[config.mk]
export PLATFORM = sky130hd
export DESIGN_NAME = sb_tx_arbiter
export DESIGN_NICKNAME = d
export VERILOG_FILES = /design/src/rtl/sb_tx_arbiter.sv
export SDC_FILE = /design/constraint.sdc
export NUM_CORES = 1
export LEC_CHECK = 0
export BUFFER_PORTS_ARGS = -buffer_cell sky130_fd_sc_hd__buf_2
export CORE_AREA = 2 2 130 132
export DETAILED_ROUTE_END_ITERATION = 6
export DIE_AREA = 0 0 132 134
export SLEW_MARGIN = 20
export SYNTH_ARGS = -nofsm -noshare
export SYNTH_HDL_FRONTEND = slang
export SYNTH_SLANG_ARGS = --single-unit
export TNS_END_PERCENT = 5
[constraint.sdc]
create_clock -name clk_100MHz -period 4.9 [get_ports clk_100MHz]
set_input_delay 0.735 -clock clk_100MHz [delete_from_list [all_inputs] [get_ports clk_100MHz]]
set_output_delay 0.735 -clock clk_100MHz [all_outputs]
set_load 0.01 [all_outputs]
[src/rtl/sb_tx_arbiter.sv]
// Round-robin arbiter sharing the single sideband transmitter among the LTSM
// substate engines, with a forced inter-message gap and an ack-timeout abort.
module sb_tx_arbiter #(
    parameter int NUM_REQ     = 4,
    parameter int MSG_W       = 64,
    parameter int GAP_CYC     = 2,
    parameter int ACK_TIMEOUT = 1000
) (
    input  logic                       clk_100MHz,
    input  logic                       reset_n,
    input  logic                       enable_i,
    input  logic [NUM_REQ-1:0]         req_valid_i,
    input  logic [NUM_REQ*MSG_W-1:0]   req_msg_i,
    output logic [NUM_REQ-1:0]         req_ack_o,
    output logic [MSG_W-1:0]           tx_msg_o,
    output logic                       tx_valid_o,
    input  logic                       tx_ack_i,
    output logic [$clog2(NUM_REQ)-1:0] grant_id_o,
    output logic                       busy_o,
    output logic                       timeout_o
);

    localparam int IDX_W = $clog2(NUM_REQ);
    localparam int ACK_W = $clog2(ACK_TIMEOUT);

    localparam logic [ACK_W-1:0] ACK_LAST = ACK_W'(ACK_TIMEOUT - 1);
    localparam logic [3:0]       GAP_LAST = (GAP_CYC == 0) ? 4'd0 : 4'(GAP_CYC - 1);

    localparam logic [1:0] ST_IDLE = 2'd0;
    localparam logic [1:0] ST_SEND = 2'd1;
    localparam logic [1:0] ST_GAP  = 2'd2;

    logic [1:0]       state;
    logic [IDX_W-1:0] rr_ptr;
    logic [IDX_W-1:0] win_idx;
    logic [IDX_W-1:0] win_next;
    logic             win_found;
    logic [ACK_W-1:0] ack_cnt;
    logic [3:0]       gap_cnt;
    logic             send_done;

    // First valid requester scanning upward from rr_ptr, wrapping at NUM_REQ.
    always_comb begin
        win_found = 1'b0;
        win_idx   = '0;
        for (int i = 0; i < NUM_REQ; i++) begin
            if (!win_found && req_valid_i[(int'(rr_ptr) + i) % NUM_REQ]) begin
                win_found = 1'b1;
                win_idx   = IDX_W'((int'(rr_ptr) + i) % NUM_REQ);
            end
        end
    end

    assign win_next  = (win_idx == IDX_W'(NUM_REQ - 1)) ? '0 : win_idx + IDX_W'(1);
    // Ack takes priority: a same-edge ack still terminates the message cleanly.
    assign send_done = tx_ack_i || (ack_cnt == ACK_LAST);

    always_ff @(posedge clk_100MHz or negedge reset_n) begin
        if (!reset_n) begin
            state      <= ST_IDLE;
            rr_ptr     <= '0;
            ack_cnt    <= '0;
            gap_cnt    <= '0;
            tx_valid_o <= 1'b0;
            tx_msg_o   <= '0;
            req_ack_o  <= '0;
            grant_id_o <= '0;
            busy_o     <= 1'b0;
            timeout_o  <= 1'b0;
        end else begin
            req_ack_o <= '0;
            timeout_o <= 1'b0;
            case (state)
                ST_IDLE: begin
                    if (enable_i && win_found) begin
                        state      <= ST_SEND;
                        tx_valid_o <= 1'b1;
                        busy_o     <= 1'b1;
                        tx_msg_o   <= req_msg_i[win_idx*MSG_W +: MSG_W];
                        grant_id_o <= win_idx;
                        rr_ptr     <= win_next;
                        ack_cnt    <= '0;
                    end
                end
                ST_SEND: begin
                    if (send_done) begin
                        tx_valid_o             <= 1'b0;
                        req_ack_o[grant_id_o]  <= 1'b1;
                        timeout_o              <= !tx_ack_i;
                        gap_cnt                <= '0;
                        if (GAP_CYC == 0) begin
                            state  <= ST_IDLE;
                            busy_o <= 1'b0;
                        end else begin
                            state  <= ST_GAP;
                        end
                    end else begin
                        ack_cnt <= ack_cnt + ACK_W'(1);
                    end
                end
                ST_GAP: begin
                    if (gap_cnt == GAP_LAST) begin
                        state  <= ST_IDLE;
                        busy_o <= 1'b0;
                    end else begin
                        gap_cnt <= gap_cnt + 4'd1;
                    end
                end
                default: begin
                    state      <= ST_IDLE;
                    tx_valid_o <= 1'b0;
                    busy_o     <= 1'b0;
                end
            endcase
        end
    end

endmodule
==> impl_metrics.py, run 1 <==
metrics = {
    "power": {
        "pwr-share-seq_pct": 34.0,
        "combinationalPowerShare_pct": 48.4,
        "intPower_uw": 2200,
        "clkPwrFrac_pct": 17.6,
        "p_leak_uw": 0.00367,
        "swShare_pct": 41.7,
        "power_density_mw_per_mm2": 510,
        "switchingPower_uw": 1570,
        "ir_drop_mv": 0.196,
        "power_uw": 3760,
    },
    "synth": {
        "postSynthAreaPerCell_um2": 9.20,
        "ys_types": 41,
        "netlist_top_cells_count": "156 x nand2_1, 91 x dfrtp_1, 59 x a31oi_1, 59 x mux2i_1, 59 x o2bb2ai_1",
        "synth-edff-count": 0,
        "postSynth.asyncResetShare_pct": 100,
        "synth_flop_cell": "dfrtp_1",
        "synth_largest_area_cell": "dfrtp_1",
        "synthCells": 576,
        "synth_seq_cells": 91,
        "yosysSeqAreaShare_pct": 43.0,
        "yosys_warnings": 0,
        "synth.most_common_cell": "nand2_1",
        "syn_nets": 843,
        "synth_top_area_share_pct": 43.0,
        "netlist_area_mm2": 0.00530,
        "synth_area_leaders": "dfrtp_1 43%, mux2i_1 11%, nand2_1 11%",
    },
    "worst_setup_path": {
        "crit_arrival_ns": 2.98,
        "r2r-start": "state[0]",
        "r2r_cells": 4,
        "path_max_fanout": 34,
        "worst_setup_path_start_kind": "primary input",
        "reg2reg_setup_slack_ns": 2.23,
        "cp.required_ns": 5.10,
        "path_class": "in -> reg",
        "end_kind": "flip-flop",
        "r2r_end": "tx_msg_o[40]",
    },
    "clock_tree": {
        "cts_resized": 0,
        "clk_latency_ns": 0.34,
        "cts_tree": "done",
        "cts-root-buf": "clkbuf_16",
        "cts_max_path_buffers": 2,
        "numClockSinks": 91,
        "cts_buffers": 9,
        "post_cts_buffers": 0,
        "cts.htree.levels": 3,
        "postCtsHoldBufs": 0,
        "path_clk_slew_ns": 0.07,
    },
    "job": {
        "maxCapViolCount": 0,
    },
    "sta": {
        "fin_crit_sh_pct": 56.7,
        "rsz0062_at_grt": "false",
        "fin_worst_skew_ns": 0.00963,
        "finalWorstSetupSlack_ns": 2.12,
        "tns_ns": 0,
        "fin_crit_ns": 2.78,
        "finalHoldViolCount": 0,
        "fmax_ghz": 0.360,
        "tightest_slew_ns": 0.838,
        "setup_violations": 0,
        "whs_ns": 0.432,
        "relSlewSlack_pct": 44.0,
        "slew_viol_final": 0,
    },
    "finish": {
        "drive_gt1_share_pct": 41.3,
        "nets": 1153,
        "syn_to_final_growth_pct": 39.5,
        "post-route-cell-area_mm2": 0.00739,
        "multi_input_area_mm2": 0.00277,
        "area.sequential_mm2": 0.00228,
        "antennaDiodeCount": 0,
        "fillers": 1677,
    },
    "detailed_routing": {
        "ant_nets": 0,
        "drc": 0,
        "dr.first_iter.drc_count": 190,
        "dr_total_vias": 5460,
        "first_pass_iters": 5,
        "vias_per_cell": 4.91,
        "wl_um": 17900,
        "avgRoutedWirePerCell_um": 16.1,
    },
    "hold_path": {
        "hold_path_class": "in -> async",
    },
    "floorplanning": {
        "dieWidth_um": 132,
        "core_area_mm2": 0.0163,
        "dieHeight_um": 134,
        "start_util_pct": 32.5,
        "die_area_mm2": 0.0177,
        "ios": 337,
        "num_rows": 47,
    },
    "placed_design": {
        "dpl-instance-area_mm2": 0.00710,
        "routabilityCongestion": 0.767,
        "port_buffers": 336,
        "hpwl_um": 13400,
        "dpl_worst_slack_ns": 1.70,
    },
    "grt": {
        "grt.total_usage_pct": 19.6,
        "grt_pass1_vias": 5372,
        "grt_max_degree": 82,
        "antenna_found_initial": 0,
        "overflow": 0,
        "grt_pass1_wl_um": 27800,
    },
    "run_status": {
        "outcome": "finished clean",
    },
}
[metal layers]
metal | track usage (%) | routed length (µm) | up-vias
met1 | 23.8 | 7530 | 2535
met5 | 0 | 0 | -
met4 | 6.28 | 334 | 0
met2 | 34.4 | 8850 | 207
met3 | 4.57 | 1180 | 20
li1 | - | - | 2698
[metrics by stage]
stage          util, %  cells
2_1_floorplan        -    576
3_3_place_gp      43.6   1095
3_5_place_dp      43.6   1095
4_1_cts           45.3   1111
5_1_grt           45.3   1111
6_report          45.3   1111
[power by group through the flow]
stage | clock, µW | sequential [µW] | combinational, µW
floorplan | 0 | 1390 | 1070
global placement | 0 | 1290 | 1830
detailed placement | 0 | 1290 | 1860
CTS | 685 | 1280 | 1850
global route | 709 | 1330 | 2010
finish | 663 | 1280 | 1820
[sequential cells by signal, summed over array words and instances (netlist names)]
name,count
gap_cnt,4
tx_valid_o,1
state,2
req_ack_o,4
grant_id_o,2
ack_cnt,10
busy_o,1
rr_ptr,2
timeout_o,1
tx_msg_o,64
[worst max path at each step]
stage	depth (start not counted)	slack (ns)	endpoint	start
floorplan	7	2.75	tx_msg_o[16]	req_valid_i[2]
global placement	6	1.75	tx_msg_o[8]	req_valid_i[3]
detailed placement	6	1.70	tx_msg_o[37]	req_valid_i[3]
CTS	6	2.07	tx_msg_o[37]	req_valid_i[3]
global route	6	1.91	tx_msg_o[40]	req_valid_i[3]
finish	6	2.12	tx_msg_o[40]	req_valid_i[3]
[logic make-up after synthesis]
group	count (synthesis)	share of synthesized area [%]
mux	60	11.4
buf+inv	52	5.29
xor+xnor	11	1.82
flops	91	43.0
compound gates	152	21.8
fa+ha+maj	3	0.709
simple gates	207	16.0
[placed cells by master, fill, tap and decap left out, types with 2 or more instances in the layout]
cell,count
o21ai_0,4
nor3b_1,3
a21o_1,2
a221o_1,5
clkinv_4,3
buf_4,9
nor3_2,2
xnor2_1,7
o41ai_2,2
inv_1,6
nor2b_1,2
buf_2,335
nand3_1,5
nand2_1,156
a21oi_1,7
dfrtp_1,91
nor4_1,3
a31oi_1,59
o2bb2ai_1,59
o22ai_1,2
mux2i_1,59
clkbuf_16,9
ha_1,3
a21boi_1,6
nor2_1,22
xor2_1,4
nand2b_1,5
nand4_1,2
[final cells by class]
cell class | instances | area share [%]
clock buffers | 11 | 3.29
clock inverters | 5 | 0.525
inverters | 6 | 0.305
multi-input cells | 433 | 37.4
flip-flops and latches | 91 | 30.8
well taps | 220 | 3.73
repair buffers | 345 | 23.9
[worst max-delay path: stages]
cell	delay [ns]
buf_2	0.14
o41ai_2	0.13
or3_1	0.57
nor2_4	0.75
buf_4	0.47
a31oi_1	0.14
Power figures use the tool's default switching activity.
==> inputs of run 2 (changes only) <==
- ABC_AREA: not set -> 1
- CORE_AREA: 2 2 130 132 -> 2 2 133 135
- DIE_AREA: 0 0 132 134 -> 0 0 135 137
- PLACE_DENSITY: not set -> 0.73
- clock period: 4.9 -> 2.6 ns (I/O delays scaled with it)
==> run 2 against run 1 <==
  * The flow now finishes with violations (negative hold slack)
  * Largest power group unchanged
  * Critical path depth rose by 10
  * Core utilization increased by 8.9 points
  * Cell count rose by 53%
  * Design area is 25% higher
  * Die area increased by 4.6%
  * Sequential share of layout area fell by 6.2 points
  * Setup slack lost 1.9 ns
  * Power rose to 3.5 times the previous value
  * Clock power increased by 110%
  * Combinational power rose to 5.3 times the previous value
  * Synthesized cell count up 110%
  * Via count grew 56%
==> impl_metrics.py, run 2 <==
metrics = {
    "placed_design": {
        "routabilityCongestion": 0.844,
        "hpwl_um": 17100,
        "dp.cells": 1683,
        "port_buffers": 336,
    },
    "synth": {
        "synthCells": 1188,
        "synth_seq_cells": 91,
        "synth_area_leaders": "dfrtp_1 32%, nand2_1 30%, nand4_1 12%",
        "syn_nets": 1455,
        "ys_types": 30,
        "synth_flop_cell": "dfrtp_1",
        "synth-edff-count": 0,
        "synth_largest_area_cell": "dfrtp_1",
        "postSynthAreaPerCell_um2": 5.98,
        "netlist_area_mm2": 0.00711,
        "yosysSeqAreaShare_pct": 32.0,
        "synth.most_common_cell": "nand2_1",
        "synth_top_area_share_pct": 32.0,
        "netlist_top_cells_count": "574 x nand2_1, 154 x inv_1, 132 x nand4_1",
        "yosys_warnings": 0,
        "postSynth.asyncResetShare_pct": 100,
    },
    "job": {
        "maxCapViolCount": 0,
    },
    "worst_setup_path": {
        "cp.buffers_inverters": 2,
        "reg2reg_setup_slack_ns": 0.23,
        "crit_top_cell": "nand2_1",
        "crit_path_top_delay_cell": "dfrtp_2",
        "path_max_fanout": 76,
        "worst_setup_path_start_kind": "flip-flop",
        "crit_family": "simple AND/OR/NAND/NOR gates",
        "path_class": "reg -> reg",
        "cp.required_ns": 2.88,
        "path_cells": "inv_4, nand2_1, nand2_2, nand2_1, nand2_1, nand2_1, nand2_1, nand2_4, nand3_4, buf_16, nand2_1, nand2_1, nand2_1, nand2_1, nand2_1, nand2_1",
        "end_kind": "flip-flop",
        "critical-path-max-stage-delay_ns": 0.49,
        "crit_arrival_ns": 2.65,
    },
    "detailed_routing": {
        "wl_um": 23500,
        "dr_total_vias": 8533,
        "dr.first_iter.drc_count": 480,
        "vias_per_cell": 5.02,
        "first_pass_iters": 5,
        "ant_nets": 0,
        "avgRoutedWirePerCell_um": 13.8,
        "drc": 0,
    },
    "run_status": {
        "violations": "negative hold slack",
        "outcome": "finished with violations",
    },
    "finish": {
        "fillers": 1746,
        "largest_reg_flops": 64,
        "largest_registers": "tx_msg_o: 64 flops, ack_cnt: 10 flops",
        "final_cells": 1700,
        "area.sequential_mm2": 0.00228,
        "utilization_pct": 54.3,
        "nets": 1736,
        "syn_to_final_growth_pct": 30.2,
        "largest_register": "tx_msg_o",
        "multi_input_area_mm2": 0.00381,
        "drive_gt1_share_pct": 26.0,
        "layout_common_cells": "573 x nand2_1, 335 x buf_2, 154 x inv_1",
        "final_common_cell": "nand2_1",
    },
    "clock_tree": {
        "cts.htree.levels": 3,
        "numClockSinks": 91,
        "path_clk_slew_ns": 0.07,
        "clk_latency_ns": 0.35,
        "postCtsHoldBufs": 0,
        "post_cts_buffers": 0,
        "cts_max_path_buffers": 2,
        "cts_buffers": 9,
        "cts-root-buf": "clkbuf_16",
        "cts_tree": "done",
    },
    "grt": {
        "grt_pass1_vias": 7800,
        "antenna_found_initial": 2,
        "grt_pass1_wl_um": 37300,
        "grt.total_usage_pct": 25.1,
        "overflow": 0,
        "grt_max_degree": 84,
    },
    "floorplanning": {
        "ios": 337,
        "num_rows": 48,
        "core_area_mm2": 0.0171,
        "dieWidth_um": 135,
        "start_util_pct": 41.7,
        "dieHeight_um": 137,
        "die_area_mm2": 0.0185,
    },
    "power": {
        "p_leak_uw": 0.00580,
        "ir_drop_mv": 1.27,
        "combinationalPowerShare_pct": 71.8,
        "intPower_uw": 6180,
        "clkPwrFrac_pct": 10.4,
        "switchingPower_uw": 7170,
        "power_uw": 13300,
        "pwr-share-seq_pct": 17.7,
        "power_density_mw_per_mm2": 1440,
        "swShare_pct": 53.7,
    },
    "sta": {
        "slew_viol_final": 0,
        "tightest_slew_ns": 0.499,
        "finalHoldViolCount": 1,
        "fin_crit_ns": 2.37,
        "whs_ns": -0.00152,
        "fin_worst_skew_ns": 0.00745,
        "setup_violations": 0,
        "relSlewSlack_pct": 66.8,
        "fmax_ghz": 0.422,
        "fin_crit_sh_pct": 91.2,
    },
    "hold_path": {
        "hold_path_class": "in -> async",
    },
}
==> run 2: layer usage <==
layer / GRT usage [%] / up-vias / wire length (µm)
met4: 11.6 / 2 / 782
li1: - / 4294 / -
met1: 31.0 / 3798 / 10000
met2: 43.3 / 377 / 11000
met3: 4.04 / 62 / 1670
met5: 0 / - / 17
==> run 2: logic make-up after synthesis <==
group | share of synthesized area (%)
AND/OR/NAND/NOR | 50.2
adder cells (fa/ha/maj) | 0.528
AO/OA/AOI/OAI | 1.62
buffers and inverters | 15.0
XOR/XNOR | 0.616
flip-flops | 32.0
==> run 2: final timing paths <==
kind	from	to	depth (start not counted)
min in group clk_100MHz	tx_ack_i	timeout_o	2
worst min-delay path	reset_n	tx_msg_o[50]	1
worst max register to register	rr_ptr[0]	tx_msg_o[37]	16
worst max-delay path	rr_ptr[0]	tx_msg_o[37]	16
max in group asynchronous	reset_n	tx_msg_o[31]	2
worst min register to register	tx_msg_o[59]	tx_msg_o[59]	2
==> run 2: power groups by stage <==
stage | Clock, µW | Sequential [µW] | Combinational [µW]
after detailed placement | 0 | 2380 | 9590
after global routing | 1470 | 2440 | 10900
after global placement | 0 | 2370 | 9500
final | 1390 | 2370 | 9590
after CTS | 1430 | 2360 | 9600
after floorplan | 0 | 2570 | 6900
==> run 2: area by class of cell <==
class	instances	share of cell area [%]
Clock inverter	4	0.811
Sequential cell	91	24.6
Inverter	159	6.48
Timing Repair Buffer	356	21.3
Antenna cell	1	0.0270
Tap cell	225	3.04
Clock buffer	12	2.56
Multi-Input combinational cell	852	41.2
==> run 2: metrics by stage <==
step / TNS (ns) / setup slack (ns) / instance area, µm²
finish: 0 / 0.230 / 9250
global route: -0.00641 / -0.00641 / 9250
CTS: 0 / 0.173 / 9240
detailed placement: 0 / 0.195 / 8930
global placement: 0 / 0.279 / 8930
floorplan: 0 / 0.751 / 7110
==> run 2: repair_timing <==
item | in CTS | in global routing
resized for setup | 0 | 2
endpoints found under the hold margin | 0 | 0
endpoints found under the setup margin | 0 | 27
==> inputs of run 3 (changes only) <==
- ABC_AREA: 1 -> not set
- CORE_AREA: 2 2 133 135 -> 2 2 132 134
- DIE_AREA: 0 0 135 137 -> 0 0 134 136
- PLACE_DENSITY: 0.73 -> not set
- SLEW_MARGIN: 20 -> not set
==> run 3 against run 2 <==
  * The run now ends clean
  * Clock power fell by 4%
  * Critical path type unchanged
  * Setup slack improved by 0.22 ns
  * Largest cell class unchanged
  * Cell count fell by 34%
==> impl_metrics.py, run 3 (synthesis results as in run 1) <==
metrics = {
    "run_status": {
        "outcome": "finished clean",
    },
    "placed_design": {
        "port_buffers": 336,
        "routabilityCongestion": 0.773,
        "hpwl_um": 12900,
    },
    "detailed_routing": {
        "dr_total_vias": 5488,
        "first_pass_iters": 5,
        "vias_per_cell": 4.90,
        "dr.first_iter.drc_count": 216,
        "drc": 0,
        "wl_um": 17300,
        "ant_nets": 0,
        "avgRoutedWirePerCell_um": 15.4,
    },
    "clock_tree": {
        "cts_tree": "done",
        "cts_max_path_buffers": 2,
        "cts_resized": 0,
        "post_cts_buffers": 0,
        "cts_buffers": 9,
        "cts.htree.levels": 3,
        "clk_latency_ns": 0.34,
        "cts-root-buf": "clkbuf_16",
        "postCtsHoldBufs": 0,
        "numClockSinks": 91,
        "path_clk_slew_ns": 0.06,
    },
    "grt": {
        "overflow": 0,
        "antenna_found_initial": 1,
        "grt_pass1_vias": 5397,
        "grt_max_degree": 58,
        "grt_pass1_wl_um": 27100,
        "grt.total_usage_pct": 18.7,
    },
    "worst_setup_path": {
        "reg2reg_setup_slack_ns": 0.45,
        "crit_cells": 6,
        "end_kind": "flip-flop",
        "crit_start": "rr_ptr[1]",
        "crit_path_top_delay_cell": "dfrtp_1",
        "critical-path-max-stage-delay_ns": 0.43,
        "critical_path.endpoint": "tx_msg_o[17]",
        "path_max_fanout": 57,
        "path_cells": "mux2_1, o221ai_4, buf_12, mux2i_1, o2bb2ai_1, a31oi_1",
        "cp.required_ns": 2.81,
        "path_class": "reg -> reg",
        "r2r_end": "tx_msg_o[17]",
        "worst_setup_path_start_kind": "flip-flop",
        "crit_arrival_ns": 2.36,
        "r2r_cells": 6,
        "r2r-start": "rr_ptr[1]",
        "crit_family": "multiplexers",
        "cp.buffers_inverters": 1,
    },
    "sta": {
        "tightest_slew_ns": 0.662,
        "relSlewSlack_pct": 55.4,
        "whs_ns": 0.0260,
        "rsz0062_at_grt": "false",
        "tns_ns": 0,
        "slew_viol_final": 0,
        "finalHoldViolCount": 0,
        "setup_violations": 0,
        "fin_worst_skew_ns": 0.00727,
        "fin_crit_sh_pct": 82.6,
        "fmax_ghz": 0.466,
        "fin_crit_ns": 2.15,
    },
    "job": {
        "maxCapViolCount": 0,
    },
    "finish": {
        "drive_gt1_share_pct": 41.6,
        "utilization_pct": 44.6,
        "nets": 1160,
        "final_common_cell": "buf_2",
        "layout_common_cells": "335 x buf_2, 156 x nand2_1, 91 x dfrtp_1",
        "largest_reg_flops": 64,
        "largest_register": "tx_msg_o",
        "syn_to_final_growth_pct": 42.0,
        "largest_registers": "tx_msg_o: 64 flops, ack_cnt: 10 flops",
    },
    "floorplanning": {
        "dieWidth_um": 134,
        "core_area_mm2": 0.0169,
        "ios": 337,
        "die_area_mm2": 0.0182,
        "num_rows": 48,
        "start_util_pct": 31.4,
        "dieHeight_um": 136,
    },
    "power": {
        "p_leak_uw": 0.00373,
        "power_density_mw_per_mm2": 966,
        "ir_drop_mv": 0.345,
    },
    "hold_path": {
        "hold_path_class": "in -> async",
    },
}
## run 3: area by class of cell
class / instances / area, µm²
diodes: 1 / 2.50
clock buffers: 9 / 225
clock inverters: 3 / 67.6
fillers: 1737 / 9360
inverters: 6 / 22.5
multi-input cells: 433 / 2770
flip-flops and latches: 91 / 2280
well taps: 225 / 282
repair buffers: 352 / 1880
## run 3: how the worst min path moves through the flow
stage	end	from	slack [ns]	depth (start not counted)
6_report	tx_msg_o[61]	reset_n	0.03	1
5_1_grt	busy_o	reset_n	0.06	1
4_1_cts	busy_o	reset_n	0.04	1
3_5_place_dp	busy_o	reset_n	0.42	1
3_3_place_gp	busy_o	reset_n	0.42	1
2_1_floorplan	ack_cnt[0]	reset_n	0.09	0
## run 3: stage by stage
stage / power (µW) / instances / instance area, µm² / setup slack [ns]
global placement: 5950 / 1107 / 7230 / 0.448
global route: 7830 / 1120 / 7520 / 0.346
finish: 7260 / 1120 / 7520 / 0.452
floorplan: 4630 / 576 / 5300 / 0.768
detailed placement: 5990 / 1107 / 7230 / 0.361
CTS: 7370 / 1119 / 7520 / 0.470
## run 3: routing by layer
metal  part of all wire [%]  routed length (µm)  track usage [%]  vias up
li1                       -                   -                -     2709
met1                     41                7160             22.2     2554
met2                     50                8700             33.5      202
met3                    5.9                1020             3.39       23
met4                    2.3                 393             7.15        0
met5                      0                   0                0        -
## run 3: worst register-to-register path, delay by kind of cell (launching register included)
family | cells | cell delay (ns)
AOI/OAI and AO/OA | 3 | 0.47
buffers and inverters | 1 | 0.32
DFF | 1 | 0.43
muxes | 2 | 0.80
## run 3: report_power, final
group	internal (µW)	switching, µW	total (µW)
logic	1520	2010	3530
clock network	821	522	1340
registers	2020	374	2390
